--- src/rtl/burst_ram_pkg.sv ---
// Shared constants for the burst RAM: default geometry and FSM state encodings.
package burst_ram_pkg;
  localparam int DATA_W_DEF = 15;
  localparam int ADDR_W_DEF = 6;

  localparam logic [1:0] ST_IDLE  = 2'd0;
  localparam logic [1:0] ST_CLEAR = 2'd1;
  localparam logic [1:0] ST_BURST = 2'd2;
endpackage

--- src/rtl/burst_ram_addr_ctr.sv ---
// Loadable, enable-gated address pointer; wraps naturally at 2**W.
module burst_ram_addr_ctr #(
  parameter int W = 6
) (
  input  logic         clk,
  input  logic         rst_n,
  input  logic         load,
  input  logic [W-1:0] load_val,
  input  logic         en,
  output logic [W-1:0] ptr
);

  // Load has priority over increment; the increment overflows DEPTH-1 -> 0.
  always_ff @(posedge clk or negedge rst_n) begin
    if (!rst_n)    ptr <= '0;
    else if (load) ptr <= load_val;
    else if (en)   ptr <= ptr + 1'b1;
  end

endmodule

--- src/rtl/burst_ram.sv ---
// Single-port RAM with single accesses, auto-increment bursts and a full clear sweep.
module burst_ram
  import burst_ram_pkg::*;
#(
  parameter int DATA_W = DATA_W_DEF,
  parameter int ADDR_W = ADDR_W_DEF
) (
  input  logic              CLK,
  input  logic              RST_N,
  input  logic              CS,
  input  logic              RW_,
  input  logic [ADDR_W-1:0] ADDR,
  input  logic [DATA_W-1:0] DATA_IN,
  input  logic              BURST,
  input  logic [ADDR_W-1:0] BLEN,
  input  logic              CLR,
  output logic [DATA_W-1:0] DATA_OUT,
  output logic              VALID,
  output logic              BUSY,
  output logic              DONE
);

  localparam int DEPTH = 2**ADDR_W;

  logic [DATA_W-1:0] mem [DEPTH];

  logic [1:0]        state, state_nxt;
  logic [ADDR_W-1:0] ptr, rem, rem_nxt;
  logic              rw_l, rw_nxt, done_nxt;
  logic              acc_en, acc_we;
  logic [ADDR_W-1:0] acc_addr;
  logic [DATA_W-1:0] acc_wdata;
  logic              ld, inc;
  logic [ADDR_W-1:0] ld_val;

  burst_ram_addr_ctr #(.W(ADDR_W)) u_ctr (
    .clk     (CLK),
    .rst_n   (RST_N),
    .load    (ld),
    .load_val(ld_val),
    .en      (inc),
    .ptr     (ptr)
  );

  // Next-state and single memory-port arbitration. The burst accept cycle is beat 0.
  always_comb begin
    state_nxt = state;
    rem_nxt   = rem;
    rw_nxt    = rw_l;
    done_nxt  = 1'b0;
    acc_en    = 1'b0;
    acc_we    = 1'b0;
    acc_addr  = ptr;
    acc_wdata = DATA_IN;
    ld        = 1'b0;
    ld_val    = '0;
    inc       = 1'b0;
    case (state)
      ST_IDLE: begin
        if (CLR) begin
          state_nxt = ST_CLEAR;
          ld        = 1'b1;
        end else if (CS) begin
          acc_en   = 1'b1;
          acc_we   = !RW_;
          acc_addr = ADDR;
          if (BURST) begin
            rw_nxt = RW_;
            if (BLEN == '0) begin
              done_nxt = 1'b1;
            end else begin
              state_nxt = ST_BURST;
              ld        = 1'b1;
              ld_val    = ADDR + 1'b1;
              rem_nxt   = BLEN;
            end
          end
        end
      end
      ST_CLEAR: begin
        acc_en    = 1'b1;
        acc_we    = 1'b1;
        acc_wdata = '0;
        inc       = 1'b1;
        if (&ptr) begin
          state_nxt = ST_IDLE;
          done_nxt  = 1'b1;
        end
      end
      ST_BURST: begin
        // CS low stalls the burst: pointer and remaining count hold.
        if (CS) begin
          acc_en  = 1'b1;
          acc_we  = !rw_l;
          inc     = 1'b1;
          rem_nxt = rem - 1'b1;
          if (rem == ADDR_W'(1)) begin
            state_nxt = ST_IDLE;
            done_nxt  = 1'b1;
          end
        end
      end
      default: state_nxt = ST_IDLE;
    endcase
  end

  // Control state and registered read port; reset aborts any sweep or burst silently.
  always_ff @(posedge CLK or negedge RST_N) begin
    if (!RST_N) begin
      state    <= ST_IDLE;
      rem      <= '0;
      rw_l     <= 1'b0;
      DONE     <= 1'b0;
      VALID    <= 1'b0;
      DATA_OUT <= '0;
    end else begin
      state <= state_nxt;
      rem   <= rem_nxt;
      rw_l  <= rw_nxt;
      DONE  <= done_nxt;
      VALID <= acc_en && !acc_we;
      if (acc_en && !acc_we) DATA_OUT <= mem[acc_addr];
    end
  end

  // Array write port; contents deliberately survive reset.
  always_ff @(posedge CLK) begin
    if (acc_en && acc_we) mem[acc_addr] <= acc_wdata;
  end

  assign BUSY = (state != ST_IDLE);

endmodule

--- config.mk ---
export PLATFORM = sky130hd
export DESIGN_NAME = burst_ram
export DESIGN_NICKNAME = d
export VERILOG_FILES = /design/src/rtl/burst_ram_pkg.sv /design/src/rtl/burst_ram_addr_ctr.sv /design/src/rtl/burst_ram.sv
export SDC_FILE = /design/constraint.sdc
export NUM_CORES = 1
export LEC_CHECK = 0
export ABC_AREA = 1
export CELL_PAD_IN_SITES_DETAIL_PLACEMENT = 1
export CELL_PAD_IN_SITES_GLOBAL_PLACEMENT = 2
export CORE_ASPECT_RATIO = 0.8
export CORE_MARGIN = 2
export CORE_UTILIZATION = 40
export CTS_BUF_LIST = sky130_fd_sc_hd__clkbuf_2
export CTS_CLUSTER_SIZE = 28
export DETAILED_ROUTE_END_ITERATION = 16
export GPL_ROUTABILITY_DRIVEN = 0
export PLACE_DENSITY_LB_ADDON = 0.1
export SLEW_MARGIN = 20
export SYNTH_ARGS = -nofsm -noshare
export SYNTH_HDL_FRONTEND = slang
export SYNTH_SLANG_ARGS = --single-unit
--- constraint.sdc ---
create_clock -name CLK -period 2.9 [get_ports CLK]
set_input_delay 0.29 -clock CLK [delete_from_list [all_inputs] [get_ports CLK]]
set_output_delay 0.29 -clock CLK [all_outputs]
set_load 0.02 [all_outputs]
## Word level (Yosys, flattened, before mapping)

Memories as Yosys holds them, arrays and structs flattened. A register that Yosys moved wholly into a read port is not among the register bits.
Index checks and enable logic that the tools add are counted.

| storage, ports and cells | value |
|---|---|
| bits in registers | 17 |
| RAM bits | 960 |
| bits of input ports | 33 |
| logic and storage cells | 87 |
| memories | 1 |

| cells by class | value |
|---|---|
| add/sub/neg operators | 3 |
| eq/ne operators | 13 |
| muxes and demuxes | 48 |
| bitwise gates (word level) | 1 |
| reductions and logical operators | 15 |

Memory list:

| name | depth | bits a word | rd ports | clocked after memory_dff | wr ports | line | text |
|---|---|---|---|---|---|---|---|
| mem | 64 | 15 | 1 | 1 | 1 | burst_ram.sv:25 | `logic [DATA_W-1:0] mem [DEPTH];` |

Operators by type and width:

| kind | number |
|---|---|
| $mux 6 | 15 |
| $mux 1 | 19 |
| $reduce_and 6->1 | 3 |
| $mux 15 | 1 |
| $mux 2 | 7 |
| $ne 2x2->1 const B | 7 |
| $add 6x1->6 const B | 2 |
| $pmux 6 s2 | 1 |
| $ne 3x3->1 const B | 3 |
| $pmux 1 s3 | 3 |
| $eq 6x1->1 const B | 1 |
| $logic_not 6->1 | 1 |
| $pmux 2 s3 | 1 |
| $reduce_bool 2->1 | 3 |
| $sub 6x1->6 const B | 1 |
| $logic_not 1->1 | 4 |
| $reduce_and 4->1 | 1 |
| $eq 2x1->1 const B | 1 |
| $eq 2x2->1 const B | 1 |
| $logic_and 1x1->1 | 2 |
| $logic_not 2->1 | 1 |
| $pmux 1 s2 | 1 |
| $not 1->1 | 1 |

## Depth between registers and ports, before layout

Gate-level depths: netlist of the first run.

| depth | value |
|---|---|
| word-level depth | 7 |
| mapped depth | 17 |

## Modules after synthesis

A second synthesis of the first run with hierarchy kept.

| unflattened totals | value |
|---|---|
| cell total of the unflattened synthesis | 4198 |
| area, all modules | 43988.4 um^2 |

By module, submodules not included:

| module | times used | cells each | area each (um^2) |
|---|---|---|---|
| burst_ram | 1 | 4154 | 43643.1 |
| burst_ram_addr_ctr | 1 | 44 | 345.3 |

## Worst setup path after synthesis of the first run

No wires, ideal clock.

| timing path | value |
|---|---|
| kind | reg-to-reg |
| start point | reg state[0] |
| end point | mem mem[12][0] (netlist name) (enable) |
| arrival | 2.631 ns |
| path slack | -0.117 ns |
| cell stages (with the launch flop) | 12 |
| buffers on the path | 3 |
| clock period less this slack | 3.017 ns |
| path through | dfrtp_1 inv_1 ha_1 nand3_4 buf_6 nand2_1 nand2_1 nor2_2 buf_4 buf_2 nand3_1 nor2_1 |

| between the ends | value |
|---|---|
| longest elaborated chain between the ends | 5 |
| elaborated cells on any way between the ends | 9 |
| those cells by class | 2 x eq/ne; 5 x mux; 2 x reduce/logical |

Ends and longest elaborated chain:

| item | line | text |
|---|---|---|
| start: declaration | burst_ram.sv:27 | `logic [1:0] state, state_nxt;` |
| start signal: assignment | burst_ram.sv:117 | `state <= state_nxt;` |
| $eq 2x2->1, or another cell as far along | burst_ram.sv:58 | `case (state)` |
| $pmux 1 s3 | burst_ram.sv:58 |  |
| $logic_and 1x1->1 | burst_ram.sv:128 | `if (acc_en && acc_we) mem[acc_addr] <= acc_wdata;` |
| $mux 1 | burst_ram.sv:128 |  |
| $mux 1 (not written as such) | burst_ram.sv:128 |  |
| end: declaration | burst_ram.sv:25 |  |

Parallel ways exist; a longest one is shown, timed or not.

## Worst setup path after layout of the first run

| timing path | value |
|---|---|
| start point | reg state[0] |
| end point | reg DATA_OUT[14], read port of mem |

| between the ends | value |
|---|---|
| longest elaborated chain between the ends | 4 |
| elaborated cells on any way between the ends | 8 |
| those cells by class | 2 x eq/ne; 3 x mux; 3 x reduce/logical |

Ends and longest elaborated chain:

| item | line | text |
|---|---|---|
| $eq 2x2->1, or another cell as far along | burst_ram.sv:58 |  |
| $pmux 1 s3 | burst_ram.sv:58 |  |
| $logic_not 1->1 | burst_ram.sv:122 | `if (acc_en && !acc_we) DATA_OUT <= mem[acc_addr];` |
| $logic_and 1x1->1 | burst_ram.sv:122 |  |
| end: declaration | burst_ram.sv:17 | `output logic [DATA_W-1:0] DATA_OUT,` |

Parallel ways exist; a longest one is shown, timed or not.
A chain may end at the register's enable or synchronous reset.

==> qor.yml, run 1 <==
timing:
  timing_worst_slew_pin_value_ns: 1.136
  layout_min_cycle_time_ns: 2.883
  worst_clock_skew_ns: 0.1020
  max_slew_margin_pct: 24.27
  timing.setup.tns_ns: 0
  final_max_slew_viol_count: 0
  postLayoutSetupSlackWorst_ns: 0.01676
  final-hold-violation-count: 0
  grt_setup_unrepaired: "yes"
  min_period_over_period_pct: 99.42
  setup-violations-final: 0
  worst_hold_slack_ns: 0.2298
  maxClockFrequency_mhz: 346.8
logic_synthesis:
  synth_enable_flop_cells: 960
  postSynthCellCount: 4121
  yosys.area_share.adder_pct: 0.2324
  ys_seq_area_share_pct: 68.79
  list_of_most_frequent_post_synthesis_cells: "nand2_1 (1137), edfxtp_1 (960), inv_1 (875)"
  yosysUniqueCellTypes: 37
  netlist.area_leader.share_pct: 66.93
  async_flop_share_pct: 3.226
  syn_nets: 4162
  syn_area_per_cell_sq_um: 10.45
  largest_cells_by_area_after_synthesis: "edfxtp_1 (67%), nand2_1 (9.9%), inv_1 (7.6%), nand3_1 (4.6%), o211ai_1 (2.1%)"
  post_synth_instance_area_sq_mm: 0.04307
  yosys.area.top_type: "edfxtp_1"
  yosys.area_share.simple_pct: 17.59
  synth_most_common_cell: "nand2_1"
  muxShareOfSynthArea_pct: 0
  synth_xor_area_share_pct: 0.08133
  synth_flop_cell: "edfxtp_1"
  synth_top_family_by_area: "simple AND/OR/NAND/NOR gates"
  postSynthRegisterBits: 992
  synth-compound-area-share_pct: 3.608
  yosysWarnings: 0
clock_network:
  cts.root.buffer_cell: "clkbuf_2"
  insertion_delay_ns: 1.62
  clkSinkCount: 992
  max-clock-path-buffers: 4
  clk_pin_slew_ns: 0.10
  tritoncts: "built"
  cts-buffers-inserted: 277
  cts_h_tree_lvls: 5
finish:
  finalInstanceArea_sq_mm: 0.05329
  finish.net_count: 4868
  fraction_of_layout_cells_with_a_size_suffix_above_1_pct: 20.65
  finish.cell_count_without_fillers: 6416
  layout-area-overhead-vs-synth_pct: 23.72
worst_setup_path:
  worst_setup_path_end_kind: "flop"
  critPathMaxFanout: 9
  worst_setup_path_start_kind: "flop"
  worst-endpoint-arrival_ns: 4.34
  critical_path_class: "flop to flop"
  worst-endpoint-required_ns: 4.36
drt:
  via_per_inst: 4.932
  via_count: 31640
  detailedRoute.firstIterationViolations: 2421
  drt-wirelength-per-cell_um: 22.33
  drt_pass1_iterations: 5
  postRouteAntennaNets: 0
  finalWirelength_um: 143200
  route.detailed.drc: 0
global_route:
  grt_pass1_vias: 32460
  grt_pass1_wl_um: 209100
  antenna_found_initial: 10
  grt_util_all_layers_pct: 26.03
  grt_max_degree: 65
  grt_overflow_total: 0
pwr:
  static-leakage-power_nw: 23.48
  power_per_cell_area_mw_per_mm2: 923.4
  switching_share_pct: 41.10
  share_clk_of_total_power_pct: 19.7
  p_int_w: 0.02898
  comb_power_share_pct: 44.7
  vdd.ir_drop.worst_uv: 514.4
  psw_w: 0.02022
  power_frac_seq_pct: 35.6
floorplan:
  die_height_um: 297.5
  die_width_um: 370.9
  die_area_sq_mm: 0.1103
  fp-row-count: 107
  ports_placed_on_the_boundary: 51
  initial_utilization_pct: 40.42
  design.core.area_sq_mm: 0.1066
place:
  place_hpwl_um: 89550
  detailedPlace.worstSlack_ns: -0.5831
  placed_area_sq_mm: 0.04947
  place_inst: 5854
  place.port_buffers: 50
outcome:
  status: "finished clean"
flow_run:
  maxCapViolations: 0
min_path:
  worstHoldPathType: "input port to flop"
[worst max-delay path, stage by stage, from the launching register on]
cell and delay (ns):
dfrtp_1 0.40, inv_2 0.09, ha_4 0.17, nand3_4 0.14, buf_4 0.18, o21ai_2 0.26, inv_2 0.08, nand3_1 0.21
inv_1 0.08, buf_4 0.19, nand2_1 0.15, nand2_1 0.25, nor2_1 0.33, nand3_1 0.11, nand2_1 0.08, inv_1 0.04
[logic make-up (layout without fill, tap and decap cells)]
logic type | after synthesis | after routing
buf+inv | 1062 | 1930
compound gates | 241 | 241
other cells | 0 | 10
simple gates | 1814 | 1814
xor+xnor | 4 | 4
fa+ha+maj | 8 | 8
flops | 992 | 992
[stage by stage]
step	util, %	total power (W)
2_1_floorplan	-	0.02711
3_3_place_gp	46.42	0.03830
3_5_place_dp	46.42	0.03848
4_1_cts	49.49	0.04896
5_1_grt	50.00	0.05209
6_report	50.01	0.04921
[routing by layer]
metal	global-route usage [%]	vias up	wire, um
met1	36.62	15790	66190
met4	7.981	0	2760
met3	4.017	201	7665
met2	41.53	799	66630
met5	0	-	0
li1	-	14850	-
[sequential cells by signal (all words and copies together) (netlist names)]
signal / flops
mem: 960
DATA_OUT: 15
rw_l: 1
VALID: 1
DONE: 1
u_ctr.ptr: 6
state: 2
rem: 6
[cell type report]
type                            count  area, sq um
Clock buffer                      402         2012
Clock inverter                     39        206.4
Inverter                          883         3321
Multi-Input combinational cell   2067         9688
Fill cell                       11810        53280
Sequential cell                   992        29640
Tap cell                         1417         1773
Timing Repair Buffer              606         6626
Antenna cell                       10        25.02
[cell usage in the layout, fill, tap and decap left out, types with 53 or more instances in the layout]
master	instances
o211ai_1	122
nor2_1	151
o21ai_1	53
buf_4	329
clkbuf_2	402
nand3_1	390
buf_12	118
dlygate4sd3_1	77
nand2_1	1124
inv_1	871
edfxtp_1	960
[power groups by stage]
stage / clock network (W) / registers (W) / logic, W
finish: 0.00970 / 0.0175 / 0.0220
global route: 0.0108 / 0.0176 / 0.0238
CTS: 0.0101 / 0.0175 / 0.0214
detailed placement: 0 / 0.0178 / 0.0207
global placement: 0 / 0.0178 / 0.0205
floorplan: 0 / 0.0178 / 0.00929
[worst paths after layout]
check / startpoint / endpoint / slack, ns / depth (start not counted)
min in group asynchronous: RST_N / DATA_OUT[11]$_DFFE_PN0P_ / 0.34 / 5
hold reg to reg: u_ctr.ptr[3]$_DFFE_PN0P_ / u_ctr.ptr[3]$_DFFE_PN0P_ / 0.59 / 2
setup / recovery: state[0]$_DFFE_PN0P_ / DATA_OUT[14]$_DFFE_PN0P_ / 0.02 / 15
setup reg to reg: state[0]$_DFFE_PN0P_ / DATA_OUT[14]$_DFFE_PN0P_ / 0.02 / 15
hold / removal: DATA_IN[12] / mem[49][12]$_DFFE_PP_ / 0.23 / 5
max in group asynchronous: RST_N / DATA_OUT[7]$_DFFE_PN0P_ / 2.26 / 5
[repair_timing]
action | in CTS | in global routing
buffers inserted | 7 | 19
endpoints found under the setup margin | 596 | 332
gates cloned | 2 | 6
pin swaps | 1 | 15
gates resized for setup | 77 | 71
hold endpoints to repair | 1042 | 0
hold buffers | 79 | 0
Note: power is estimated with default switching activity, not from simulation.
==> run 2, diff against run 1 <==
Settings changed: GPL_TIMING_DRIVEN set to 1.
==> results of run 2 <==
Same layout as run 1: the final DEF is identical, and so are final timing and power.
